[src/rtl/uart_rx_cfg.sv]
// Configurable UART receiver: synchronised rx, 3-sample majority vote per bit,
// glitch-rejecting start detection and a one-entry valid/ready output holding stage.
module uart_rx_cfg #(
  parameter int CLK_HZ      = 49_996_800,
  parameter int BAUD        = 9600,
  parameter int DATA_BITS   = 8,
  parameter int PARITY      = 0,
  parameter int STOP_BITS   = 1,
  parameter int SYNC_STAGES = 2
) (
  input  logic                 clock,
  input  logic                 reset,
  input  logic                 rx,
  output logic [DATA_BITS-1:0] data,
  output logic                 valid,
  input  logic                 ready,
  output logic                 frame_err,
  output logic                 parity_err,
  output logic                 overrun,
  output logic                 busy
);
  localparam int CPB = CLK_HZ / BAUD;
  localparam int H   = CPB / 2;
  localparam int CW  = (CPB > 4) ? $clog2(CPB) : 2;
  localparam logic [CW-1:0] CNT_MAX  = CW'(CPB - 1);
  localparam logic [CW-1:0] CNT_INIT = (CPB - H + 2 >= CPB) ? '0 : CW'(CPB - H + 2);
  localparam logic [3:0] LAST_DATA = 4'(DATA_BITS - 1);
  localparam logic [3:0] LAST_STOP = 4'(STOP_BITS - 1);

  localparam logic [2:0] S_IDLE  = 3'd0;
  localparam logic [2:0] S_START = 3'd1;
  localparam logic [2:0] S_DATA  = 3'd2;
  localparam logic [2:0] S_PAR   = 3'd3;
  localparam logic [2:0] S_STOP  = 3'd4;

  if (CPB < 4 || DATA_BITS < 5 || DATA_BITS > 9 || PARITY < 0 || PARITY > 2 ||
      STOP_BITS < 1 || STOP_BITS > 2 || SYNC_STAGES < 2) begin : g_param_check
    $error("uart_rx_cfg: illegal parameter combination");
  end

  function automatic logic maj3(input logic a, input logic b, input logic c);
    return (a & b) | (a & c) | (b & c);
  endfunction

  logic [SYNC_STAGES-1:0] r_sync;
  logic [SYNC_STAGES-1:0] r_fill;
  logic                   r_prev;
  logic [2:0]             r_state;
  logic [CW-1:0]          r_cnt;
  logic [3:0]             r_bit;
  logic                   r_s0;
  logic                   r_s1;
  logic [DATA_BITS-1:0]   r_shift;
  logic                   r_fe;
  logic                   r_pe;
  logic                   w_rxs;
  logic                   w_start;
  logic                   w_dec;
  logic                   w_vote;
  logic                   w_par_exp;
  logic                   w_done;
  logic                   w_take;

  assign w_rxs     = r_sync[SYNC_STAGES-1];
  assign w_start   = (r_state == S_IDLE) && r_prev && !w_rxs;
  // Phase 0/1/2 of the bit counter are centre-1, centre, centre+1.
  assign w_dec     = (r_state != S_IDLE) && (r_cnt == CW'(2));
  assign w_vote    = maj3(r_s0, r_s1, w_rxs);
  assign w_par_exp = (PARITY == 1) ? ~(^r_shift) : ^r_shift;
  assign w_done    = w_dec && (r_state == S_STOP) && (r_bit == LAST_STOP);
  assign w_take    = !valid || ready;
  assign busy      = (r_state != S_IDLE);

  // r_fill masks the synchroniser reset value so a line low out of reset is no edge.
  always_ff @(posedge clock or posedge reset) begin
    if (reset) begin
      r_sync <= '1;
      r_fill <= '0;
      r_prev <= 1'b0;
    end else begin
      r_sync <= {r_sync[SYNC_STAGES-2:0], rx};
      r_fill <= {r_fill[SYNC_STAGES-2:0], 1'b1};
      r_prev <= r_fill[SYNC_STAGES-1] & w_rxs;
    end
  end

  always_ff @(posedge clock or posedge reset) begin
    if (reset) begin
      r_state <= S_IDLE;
      r_cnt   <= '0;
      r_bit   <= '0;
      r_fe    <= 1'b0;
      r_pe    <= 1'b0;
    end else if (r_state == S_IDLE) begin
      if (w_start) begin
        r_state <= S_START;
        r_cnt   <= CNT_INIT;
        r_bit   <= '0;
        r_fe    <= 1'b0;
        r_pe    <= 1'b0;
      end
    end else begin
      r_cnt <= (r_cnt == CNT_MAX) ? '0 : r_cnt + CW'(1);
      if (w_dec) begin
        case (r_state)
          S_START: r_state <= w_vote ? S_IDLE : S_DATA;
          S_DATA: begin
            if (r_bit == LAST_DATA) begin
              r_bit   <= '0;
              r_state <= (PARITY != 0) ? S_PAR : S_STOP;
            end else begin
              r_bit <= r_bit + 4'd1;
            end
          end
          S_PAR: begin
            r_pe    <= (w_vote != w_par_exp);
            r_state <= S_STOP;
          end
          S_STOP: begin
            if (!w_vote) r_fe <= 1'b1;
            if (r_bit == LAST_STOP) r_state <= S_IDLE;
            else r_bit <= r_bit + 4'd1;
          end
          default: r_state <= S_IDLE;
        endcase
      end
    end
  end

  always_ff @(posedge clock) begin
    if (r_state != S_IDLE) begin
      if (r_cnt == '0) r_s0 <= w_rxs;
      if (r_cnt == CW'(1)) r_s1 <= w_rxs;
      if (w_dec && r_state == S_DATA) r_shift <= {w_vote, r_shift[DATA_BITS-1:1]};
    end
  end

  // A completion while an unaccepted character is held is dropped and flagged.
  always_ff @(posedge clock or posedge reset) begin
    if (reset) begin
      data       <= '0;
      valid      <= 1'b0;
      frame_err  <= 1'b0;
      parity_err <= 1'b0;
      overrun    <= 1'b0;
    end else begin
      overrun <= w_done && !w_take;
      if (w_done && w_take) begin
        valid      <= 1'b1;
        data       <= r_shift;
        frame_err  <= r_fe || !w_vote;
        parity_err <= r_pe;
      end else if (valid && ready) begin
        valid <= 1'b0;
      end
    end
  end
endmodule

[config.mk]
export PLATFORM = sky130hd
export DESIGN_NAME = uart_rx_cfg
export DESIGN_NICKNAME = d
export VERILOG_FILES = /design/src/rtl/uart_rx_cfg.sv
export SDC_FILE = /design/constraint.sdc
export NUM_CORES = 1
export LEC_CHECK = 0
export ABC_AREA = 0
export BUFFER_PORTS_ARGS = -buffer_cell sky130_fd_sc_hd__buf_4
export CORE_MARGIN = 2
export CORE_UTILIZATION = 25
export CTS_BUF_LIST = sky130_fd_sc_hd__clkbuf_4 sky130_fd_sc_hd__clkbuf_8
export DETAILED_ROUTE_END_ITERATION = 6
export GPL_TIMING_DRIVEN = 0
export PLACE_DENSITY_LB_ADDON = 0.08
export SYNTH_ARGS = -nofsm -noshare
export SYNTH_HDL_FRONTEND = slang
export SYNTH_SLANG_ARGS = --single-unit
[constraint.sdc]
create_clock -name clock -period 4.6 [get_ports clock]
set_input_delay 0 -clock clock [delete_from_list [all_inputs] [get_ports clock]]
set_output_delay 0 -clock clock [all_outputs]
set_load 0.01 [all_outputs]
==> impl_metrics.csv, run 1 <==
group,metric,value,unit
power_and_ir_drop,p_total,1.31,mW
placement,io_buffers,16,
critical_path,cpPeakStageDelay,0.41,ns
sta,grt_setup_unrepaired,"no",
placement,placed_cell_area,0.00260,sq mm
clock_tree,clkSinkCount,49,
cells_and_area,antenna_cells,0,
grt,grt_usage,10.8,%
critical_path,path_buf_inv,3,
placement,post-place-ws,2.36,ns
synthesis,synth_edf_count,10,
drt,dr.first_iter.drc_count,54,
drt,vias,1618,
clock_tree,cts.repair.resized,0,
floorplan,num_io_pins,17,
floorplan,start_util,25.5,%
floorplan,dieArea,0.0101,sq mm
outcome,status,"finished clean",
sta,fin_skew,0.00533,ns
cells_and_area,instances_no_fill,352,
grt,grt_max_degree,39,
floorplan,die_h,100,um
synthesis,ys.flop_type,"dfrtp_1",
cells_and_area,fin_nets,250,
synthesis,ys_seq_area_share,55.1,%
drt,drc,0,
floorplan,dieWidth,100,um
power_and_ir_drop,irDropWorstVdd,0.203,mV
hold_path,holdCritPathClass,"primary input to asynchronous set/reset pin",
placement,dp_hpwl,3.28,mm
floorplan,core_area,0.00911,sq mm
sta,fin_crit_sh,47.8,%
drt,via_per_inst,4.60,
run,drv_cap,0,
sta,timing.fmax,455,MHz
clock_tree,clk_latency,0.30,ns
critical_path,cp_max_fo,10,
synthesis,synthArstFlopShare,79.6,%
sta,slew_headroom,60.4,%
sta,setup-violations-final,0,
grt,grt_pass1_vias,1630,
sta,setup_slack,2.40,ns
cells_and_area,area_growth,17.2,%
sta,worstMarginPinSlew,0.592,ns
power_and_ir_drop,cellPowerDensity,481,mW/mm^2
critical_path,cp_data_required_time,4.78,ns
clock_tree,clk_path_buf_depth,2,
sta,whs,0.0969,ns
synthesis,synth.distinct_cells,49,
cells_and_area,drive_above_1_share,19.9,%
drt,drtPass1Iterations,4,
grt,grt_pass1_wl,8.51,mm
synthesis,ys_ff_latch,49,
drt,ant_nets,0,
synthesis,yosys_warnings,0,
critical_path,slowest_stage,"nor3_4",
clock_tree,cts_buffers,5,
sta,hold_viol,0,
clock_tree,cts_tree,"done",
grt,antenna_found_initial,0,
synthesis,syn-num-nets,223,
cells_and_area,fin_area,0.00272,sq mm
grt,overflow,0,
placement,gp_congestion,0.744,
critical_path,crit_chain,"buf_6 > nor3_4 > a41o_1 > buf_2 > buf_1 > nor2_1 > o21ai_0 > o31ai_1",
drt,wirelength,4.88,mm
sta,period_needed,2.20,ns
critical_path,crit_type,"flip-flop to flip-flop",
synthesis,syn_area_per_cell,10.9,sq um
sta,maxSlewViolCount,0,
synthesis,syn_inst,213,
synthesis,synth.area.top_cells,"dfrtp_1 (40%), edfxtp_1 (13%), mux2_2 (4.9%), o21ai_0 (3.9%), ha_1 (3.2%)",
synthesis,synth_top_cell_by_area,"dfrtp_1",
drt,post_drt_wl_per_cell,13.9,um
clock_tree,clk_pin_slew,0.10,ns
placement,place_inst,341,
critical_path,critPathTopFamily,"buffers and inverters",
critical_path,crit_arrival,2.38,ns
sta,tns,0,ns
synthesis,yosysTopAreaCellShare,39.9,%
critical_path,worstSetupStartpointType,"flip-flop",
clock_tree,htree_levels,2,
clock_tree,clock-root-buffer,"clkbuf_8",
floorplan,fp-row-count,35,
cells_and_area,final_util,29.9,%
synthesis,synthesis.area,0.00232,sq mm
critical_path,setup.worst_path.end_class,"flip-flop",
power_and_ir_drop,leakage,1.17,nW
-- registers in the layout (all words and copies together) (netlist names) --
| name | count |
|---|---|
| r_cnt | 13 |
| data | 8 |
| r_shift | 8 |
| r_bit | 4 |
| r_state | 3 |
| r_fill | 2 |
| r_sync | 2 |
| frame_err | 1 |
| overrun | 1 |
| parity_err | 1 |
| r_fe | 1 |
| r_pe | 1 |
| r_prev | 1 |
| r_s0 | 1 |
| r_s1 | 1 |
| valid | 1 |
-- synthesized netlist by cell type, types with 2 or more instances --
| cell | instances |
|---|---|
| nor3_1 | 5 |
| o31ai_1 | 4 |
| o311ai_0 | 2 |
| dfstp_2 | 2 |
| and4_1 | 2 |
| o21ai_0 | 18 |
| dfrtp_1 | 37 |
| nand3_1 | 12 |
| xor2_1 | 2 |
| a21oi_1 | 4 |
| o41ai_1 | 2 |
| edfxtp_1 | 10 |
| mux2_2 | 10 |
| nor4_1 | 3 |
| ha_1 | 6 |
| nand2_1 | 18 |
| nor2_1 | 17 |
| buf_2 | 3 |
| a31oi_1 | 3 |
| inv_1 | 11 |
| xnor2_1 | 7 |
| nor2b_1 | 2 |
| nand2b_1 | 2 |
| and2_1 | 4 |
| nor3b_1 | 3 |
-- final timing paths --
| path | from | depth (start not counted) | slack [ns] | endpoint |
|---|---|---|---|---|
| max | r_state[0] | 8 | 2.40 | r_cnt[10] |
| min | reset | 3 | 0.1 | r_fill[0] |
| max reg2reg | r_state[0] | 8 | 2.40 | r_cnt[10] |
| min reg2reg | r_fill[0] | 0 | 0.35 | r_fill[1] |
| max in group asynchronous | reset | 4 | 4.05 | r_sync[0] |
| min in group clock | rx | 2 | 0.34 | r_sync[0] |
-- report_power, final --
part           internal, mW  switching (mW)
sequential            0.507          0.0812
clock                 0.108           0.157
combinational         0.175           0.279
total                 0.790           0.517
-- layout by cell type (no fill, tap or decap), drive strengths merged, types with 4 or more instances in the layout --
master / n
and2: 4
xnor2: 7
o21ai: 19
buf: 22
o31ai: 4
dfrtp: 37
nor3b: 4
clkbuf: 6
nor3: 6
mux2: 10
nand3: 12
a21oi: 5
a31oi: 4
ha: 6
inv: 13
nor2: 17
nand2: 18
edfxtp: 10
-- cell families (layout without fill, tap and decap cells) --
group	after synthesis	in the layout	synth area share, %
XOR/XNOR	9	9	3.40
buffers and inverters	18	46	3.40
flip-flops	49	49	55.1
multiplexers	10	10	4.85
other	1	1	0.162
AO/OA/AOI/OAI	42	42	11.6
AND/OR/NAND/NOR	77	77	17.8
adder cells (fa/ha/maj)	7	7	3.67
-- area by class of cell --
| class | instances | area (sq um) |
|---|---|---|
| buffer | 6 | 33.8 |
| clock buffer | 5 | 68.8 |
| clock inverter | 3 | 21.3 |
| fill | 975 | 6390 |
| inverter | 12 | 45.0 |
| multi-input combinational | 146 | 963 |
| sequential | 49 | 1280 |
| tap | 111 | 139 |
| timing repair buffer | 20 | 170 |
-- worst min-delay path, delay by kind of cell --
| family | cells | cell delay [ns] |
|---|---|---|
| buf+inv | 3 | 0.74 |
-- metal layers --
layer  routed length, um  GRT usage (%)
met1                2520           15.3
met2                2180           16.5
met3                 138           2.30
met4                  38           3.48
met5                   0              0
-- repair_timing --
| action | CTS | global route |
|---|---|---|
| hold buffers | 3 | 0 |
| endpoints found under the hold margin | 42 | 0 |
| buffers inserted | 0 | 0 |
Note: power is estimated with default switching activity, not from simulation.
==> inputs of run 2 (changes only) <==
- clock period: 4.6 -> 1.9 ns (I/O delays scaled with it)
==> impl_metrics.csv, run 2 (synthesis gave the netlist of run 1 again) <==
group,metric,value,unit
outcome,status,"finished clean",
sta,tns,0,ns
critical_path,worstSetupStartpointType,"flip-flop",
clock_tree,clk_pin_slew,0.10,ns
cells_and_area,final_util,32.5,%
floorplan,start_util,25.5,%
critical_path,ff2ff_path_depth,7,
power_and_ir_drop,power.switching,1.38,mW
cells_and_area,final_cell_mix,"dfrtp_1 (35), buf_4 (29), nand2_1 (18)",
clock_tree,htree_levels,2,
placement,gp_congestion,0.712,
sta,fin_skew,0.0105,ns
power_and_ir_drop,p_clk_share,18.0,%
critical_path,slowest_stage,"or4b_1",
floorplan,dieWidth,100,um
critical_path,crit_chain,"buf_6 > nor3_4 > inv_2 > nor3b_4 > a21oi_2 > or4b_1 > o21ai_1",
sta,maxSlewViolCount,0,
cells_and_area,drive_above_1_share,32.9,%
power_and_ir_drop,netSwitchingFraction,38.7,%
cells_and_area,largest_reg_flops,13,
sta,period_needed,1.90,ns
drt,via_per_inst,4.62,
power_and_ir_drop,p_comb_share,41.7,%
cells_and_area,largest_register,"r_cnt",
critical_path,cp_data_required_time,2.14,ns
critical_path,crit_arrival,2.14,ns
critical_path,endpoint,"r_state[1]",
placement,io_buffers,16,
drt,vias,1676,
sta,grt_setup_unrepaired,"yes",
grt,grt_usage,10.8,%
power_and_ir_drop,seq_power_share,40.4,%
run,drv_cap,0,
clock_tree,clk_path_buf_depth,2,
hold_path,holdCritPathClass,"primary input to flip-flop",
clock_tree,cts_tree,"done",
power_and_ir_drop,irDropWorstVdd,0.548,mV
critical_path,setup.worst_path.end_class,"flip-flop",
sta,setup_slack,0.000604,ns
critical_path,rr_endpoint,"r_state[1]",
sta,timing.fmax,526,MHz
cells_and_area,antenna_cells,0,
cells_and_area,layout_commonest_cell,"dfrtp_1",
placement,dp_hpwl,3.32,mm
critical_path,crit_start,"r_state[0]",
power_and_ir_drop,cellPowerDensity,1200,mW/mm^2
drt,drtPass1Iterations,4,
drt,post_drt_wl_per_cell,13.9,um
floorplan,dieArea,0.0101,sq mm
grt,grt_pass1_wl,8.56,mm
floorplan,num_io_pins,17,
drt,dr.first_iter.drc_count,43,
sta,fin_crit_sh,100,%
drt,drc,0,
power_and_ir_drop,leakage,1.28,nW
clock_tree,cts_buffers,5,
critical_path,cpPeakStageDelay,0.50,ns
sta,hold_viol,0,
grt,overflow,0,
critical_path,crit_type,"flip-flop to flip-flop",
drt,wirelength,5.04,mm
grt,grt_pass1_vias,1629,
cells_and_area,area_growth,27.5,%
drt,ant_nets,0,
critical_path,cp_max_fo,10,
placement,placed_cell_area,0.00261,sq mm
floorplan,core_area,0.00911,sq mm
cells_and_area,fin_nets,261,
cells_and_area,fin_area,0.00296,sq mm
cells_and_area,reg_top3,"r_cnt (13), data (8), r_shift (8)",
floorplan,die_h,100,um
floorplan,fp-row-count,35,
grt,grt_max_degree,27,
critical_path,timing.rr.start,"r_state[0]",
power_and_ir_drop,power.internal,2.18,mW
placement,post-place-ws,-0.341,ns
clock_tree,clk_latency,0.30,ns
sta,setup-violations-final,0,
clock_tree,clock-root-buffer,"clkbuf_8",
sta,whs,0.0620,ns
grt,antenna_found_initial,0,
clock_tree,clkSinkCount,49,
critical_path,r2r_setup_slack,0.0006,ns
hold_path,hold_path_startpoint,"ready",
## run 2: cell type report
class / count / area (sq um)
Buffer: 5 / 53.8
Clock buffer: 6 / 76.3
Clock inverter: 2 / 15.0
Fill cell: 950 / 6150
Inverter: 12 / 45.0
Multi-Input combinational cell: 146 / 1090
Sequential cell: 49 / 1280
Tap cell: 111 / 139
Timing Repair Buffer: 32 / 258
## run 2: worst min path at each step
stage / end / cells after the start
floorplan: r_sync[0] / 0
global placement: r_sync[0] / 1
detailed placement: r_fill[0] / 2
CTS: valid / 3
global route: valid / 3
finish: valid / 3
## run 2: metal layers
metal / vias to the layer above / wire (um) / track usage, %
li1: 835 / - / -
met4: 0 / 40 / 2.85
met2: 22 / 2310 / 16.0
met5: - / 0 / 0
met1: 814 / 2550 / 15.7
met3: 5 / 144 / 2.51
## run 2: what timing repair did
| action | 4_1_cts | 5_1_grt |
|---|---|---|
| gates resized for setup | 22 | 13 |
| pin swaps | 4 | 0 |
| setup endpoints to repair | 31 | 31 |
| hold endpoints to repair | 40 | 0 |
| buffers inserted | 12 | 1 |
| hold buffers | 2 | 0 |
## run 2: critical path: cells and delay by family, from the launching register on
kind	cells	cell delay (ns)
buffers and inverters	2	0.22
AO/OA/AOI/OAI	2	0.20
AND/OR/NAND/NOR	3	1.03
flip-flops	1	0.38
## run 2: power groups by stage
stage / combinational [mW] / clock [mW] / sequential (mW)
floorplan: 0.829 / 0 / 1.39
global placement: 1.12 / 0 / 1.44
detailed placement: 1.12 / 0 / 1.44
CTS: 1.39 / 0.678 / 1.42
global route: 1.67 / 0.723 / 1.47
finish: 1.48 / 0.639 / 1.44
## run 2: stage by stage
step           power (mW)  std cells
2_1_floorplan        2.22        213
3_3_place_gp         2.56        340
3_5_place_dp         2.55        341
4_1_cts              3.50        363
5_1_grt              3.86        363
6_report             3.56        363
==> inputs of run 3 (changes only) <==
- clock period: 1.9 -> 2 ns (I/O delays scaled with it)
==> impl_metrics.csv, run 3 (synthesis gave the netlist of run 1 again) <==
group,metric,value,unit
critical_path,critPathTopFamily,"simple AND/OR/NAND/NOR gates",
sta,setup-violations-final,0,
grt,grt_pass1_vias,1666,
critical_path,cpPeakStageDelay,0.53,ns
clock_tree,htree_levels,2,
cells_and_area,largest_register,"r_cnt",
cells_and_area,drive_above_1_share,27.6,%
sta,fin_skew,0.00703,ns
sta,timing.fmax,509,MHz
cells_and_area,ff_latch_area,0.00128,sq mm
critical_path,crit_arrival,2.20,ns
drt,dr.first_iter.drc_count,48,
floorplan,num_io_pins,17,
power_and_ir_drop,leakage,1.21,nW
drt,via_per_inst,4.66,
drt,drtPass1Iterations,4,
sta,slew_headroom,61.7,%
grt,grt_max_degree,39,
clock_tree,cts_tree,"done",
hold_path,min_delay_path_depth,3,
floorplan,fp-row-count,35,
cells_and_area,largest_reg_flops,13,
grt,grt_usage,10.9,%
cells_and_area,layout_commonest_cell,"dfrtp_1",
outcome,status,"finished clean",
power_and_ir_drop,cellPowerDensity,1120,mW/mm^2
run,drv_cap,0,
floorplan,dieWidth,100,um
critical_path,cp_data_required_time,2.24,ns
floorplan,die_h,100,um
critical_path,setup.worst_path.end_class,"flip-flop",
floorplan,start_util,25.5,%
power_and_ir_drop,irDropWorstVdd,0.523,mV
cells_and_area,final_util,31.0,%
hold_path,holdCritPathClass,"primary input to flip-flop",
clock_tree,clk_pin_slew,0.10,ns
sta,period_needed,1.96,ns
placement,gp_congestion,0.744,
cells_and_area,antenna_cells,0,
grt,antenna_found_initial,0,
cells_and_area,final_cell_mix,"dfrtp_1 (36), buf_4 (24), nand2_1 (18), o21ai_0 (18), nor2_1 (16)",
clock_tree,clk_latency,0.30,ns
critical_path,crit_type,"flip-flop to flip-flop",
critical_path,cp_max_fo,10,
sta,maxSlewViolCount,0,
floorplan,core_area,0.00911,sq mm
critical_path,path_buf_inv,2,
clock_tree,clk_path_buf_depth,2,
cells_and_area,fin_nets,255,
drt,post_drt_wl_per_cell,14.0,um
sta,hold_viol,0,
clock_tree,clock-root-buffer,"clkbuf_8",
sta,grt_setup_unrepaired,"yes",
critical_path,crit_chain,"buf_6 > nor3_4 > inv_2 > nor3b_4 > a21oi_2 > or4b_1 > o21ai_2",
clock_tree,cts_buffers,5,
drt,vias,1664,
drt,wirelength,5.01,mm
sta,fin_crit_sh,98.2,%
drt,drc,0,
sta,worstMarginPinSlew,0.572,ns
drt,ant_nets,0,
grt,grt_pass1_wl,8.58,mm
cells_and_area,fillCellCount,970,
critical_path,cp.depth,7,
placement,dp_hpwl,3.28,mm
placement,io_buffers,16,
critical_path,ff2ff_path_depth,7,
cells_and_area,area_growth,21.8,%
clock_tree,clkSinkCount,49,
critical_path,worstSetupStartpointType,"flip-flop",
grt,overflow,0,
cells_and_area,multi_input_area,0.00102,sq mm
floorplan,dieArea,0.0101,sq mm
sta,tns,0,ns
cells_and_area,reg_top3,"r_cnt (13), data (8), r_shift (8)",
critical_path,slowest_stage,"or4b_1",
## run 3: changes by cell type in the layout (fill, tap and decap cells not counted), sizes merged
cell,change
inv,+1
clkinvlp,-1
buf,-6
clkinv,+1
clkbuf,-1
## run 3: timing repair
action / in CTS / in global routing
gates cloned: 0 / 0
endpoints found under the setup margin: 30 / 31
pin swaps: 2 / 1
buffers inserted: 7 / 0
gates resized for setup: 9 / 10
endpoints found under the hold margin: 40 / 0
hold buffers: 2 / 0
## run 3: where the power goes
part / switching, mW / total [mW] / internal (mW) / leakage (nW)
clock network: 0.362 / 0.611 / 0.249 / 0.0445
logic: 0.694 / 1.21 / 0.513 / 0.576
registers: 0.192 / 1.36 / 1.17 / 0.594
total: 1.25 / 3.18 / 1.93 / 1.21
## run 3: tightest hold or removal path: stages
cell and delay, ns:
buf_4 0.07, nand2b_1 0.19, nand2_1 0.07
## run 3: metrics by stage
step	std cells	worst slack (ns)	area, sq um	power, mW	hold slack, ns
after CTS	358	0.00337	2800	3.20	0.0377
after global placement	340	-0.239	2580	2.42	0.109
after detailed placement	341	-0.240	2600	2.42	-0.134
final	357	0.0352	2830	3.18	0.0573
after global routing	357	-0.0944	2830	3.47	0.0568
after floorplan	213	0.0833	2320	2.10	0.00448
## run 3: final cells by class
| cell class | instances | share of cell area (%) |
|---|---|---|
| timing repair buffer | 26 | 7.52 |
| clock buffer | 5 | 2.43 |
| sequential | 49 | 45.3 |
| inverter | 12 | 1.59 |
| clock inverter | 3 | 0.752 |
| buffer | 5 | 1.42 |
| tap | 111 | 4.91 |
| multi-input combinational | 146 | 36.1 |
## run 3: routing by layer
layer	vias up	part of all wire, %	track usage, %	wire [um]
met4	0	0.58	3.48	29
met1	822	52	15.4	2590
met5	-	0	0	0
met2	15	45	16.7	2270
met3	2	2.4	2.30	118
li1	825	-	-	-
## run 3: worst paths after layout
check / start / to / slack, ns
setup / recovery: r_state[0] / r_state[1] / 0.04
hold / removal: ready / valid / 0.06
setup reg to reg: r_state[0] / r_state[1] / 0.04
hold reg to reg: r_fill[0] / r_fill[1] / 0.35
max in group asynchronous: reset / r_sync[0] / 1.45
min in group asynchronous: reset / r_fill[0] / 0.10
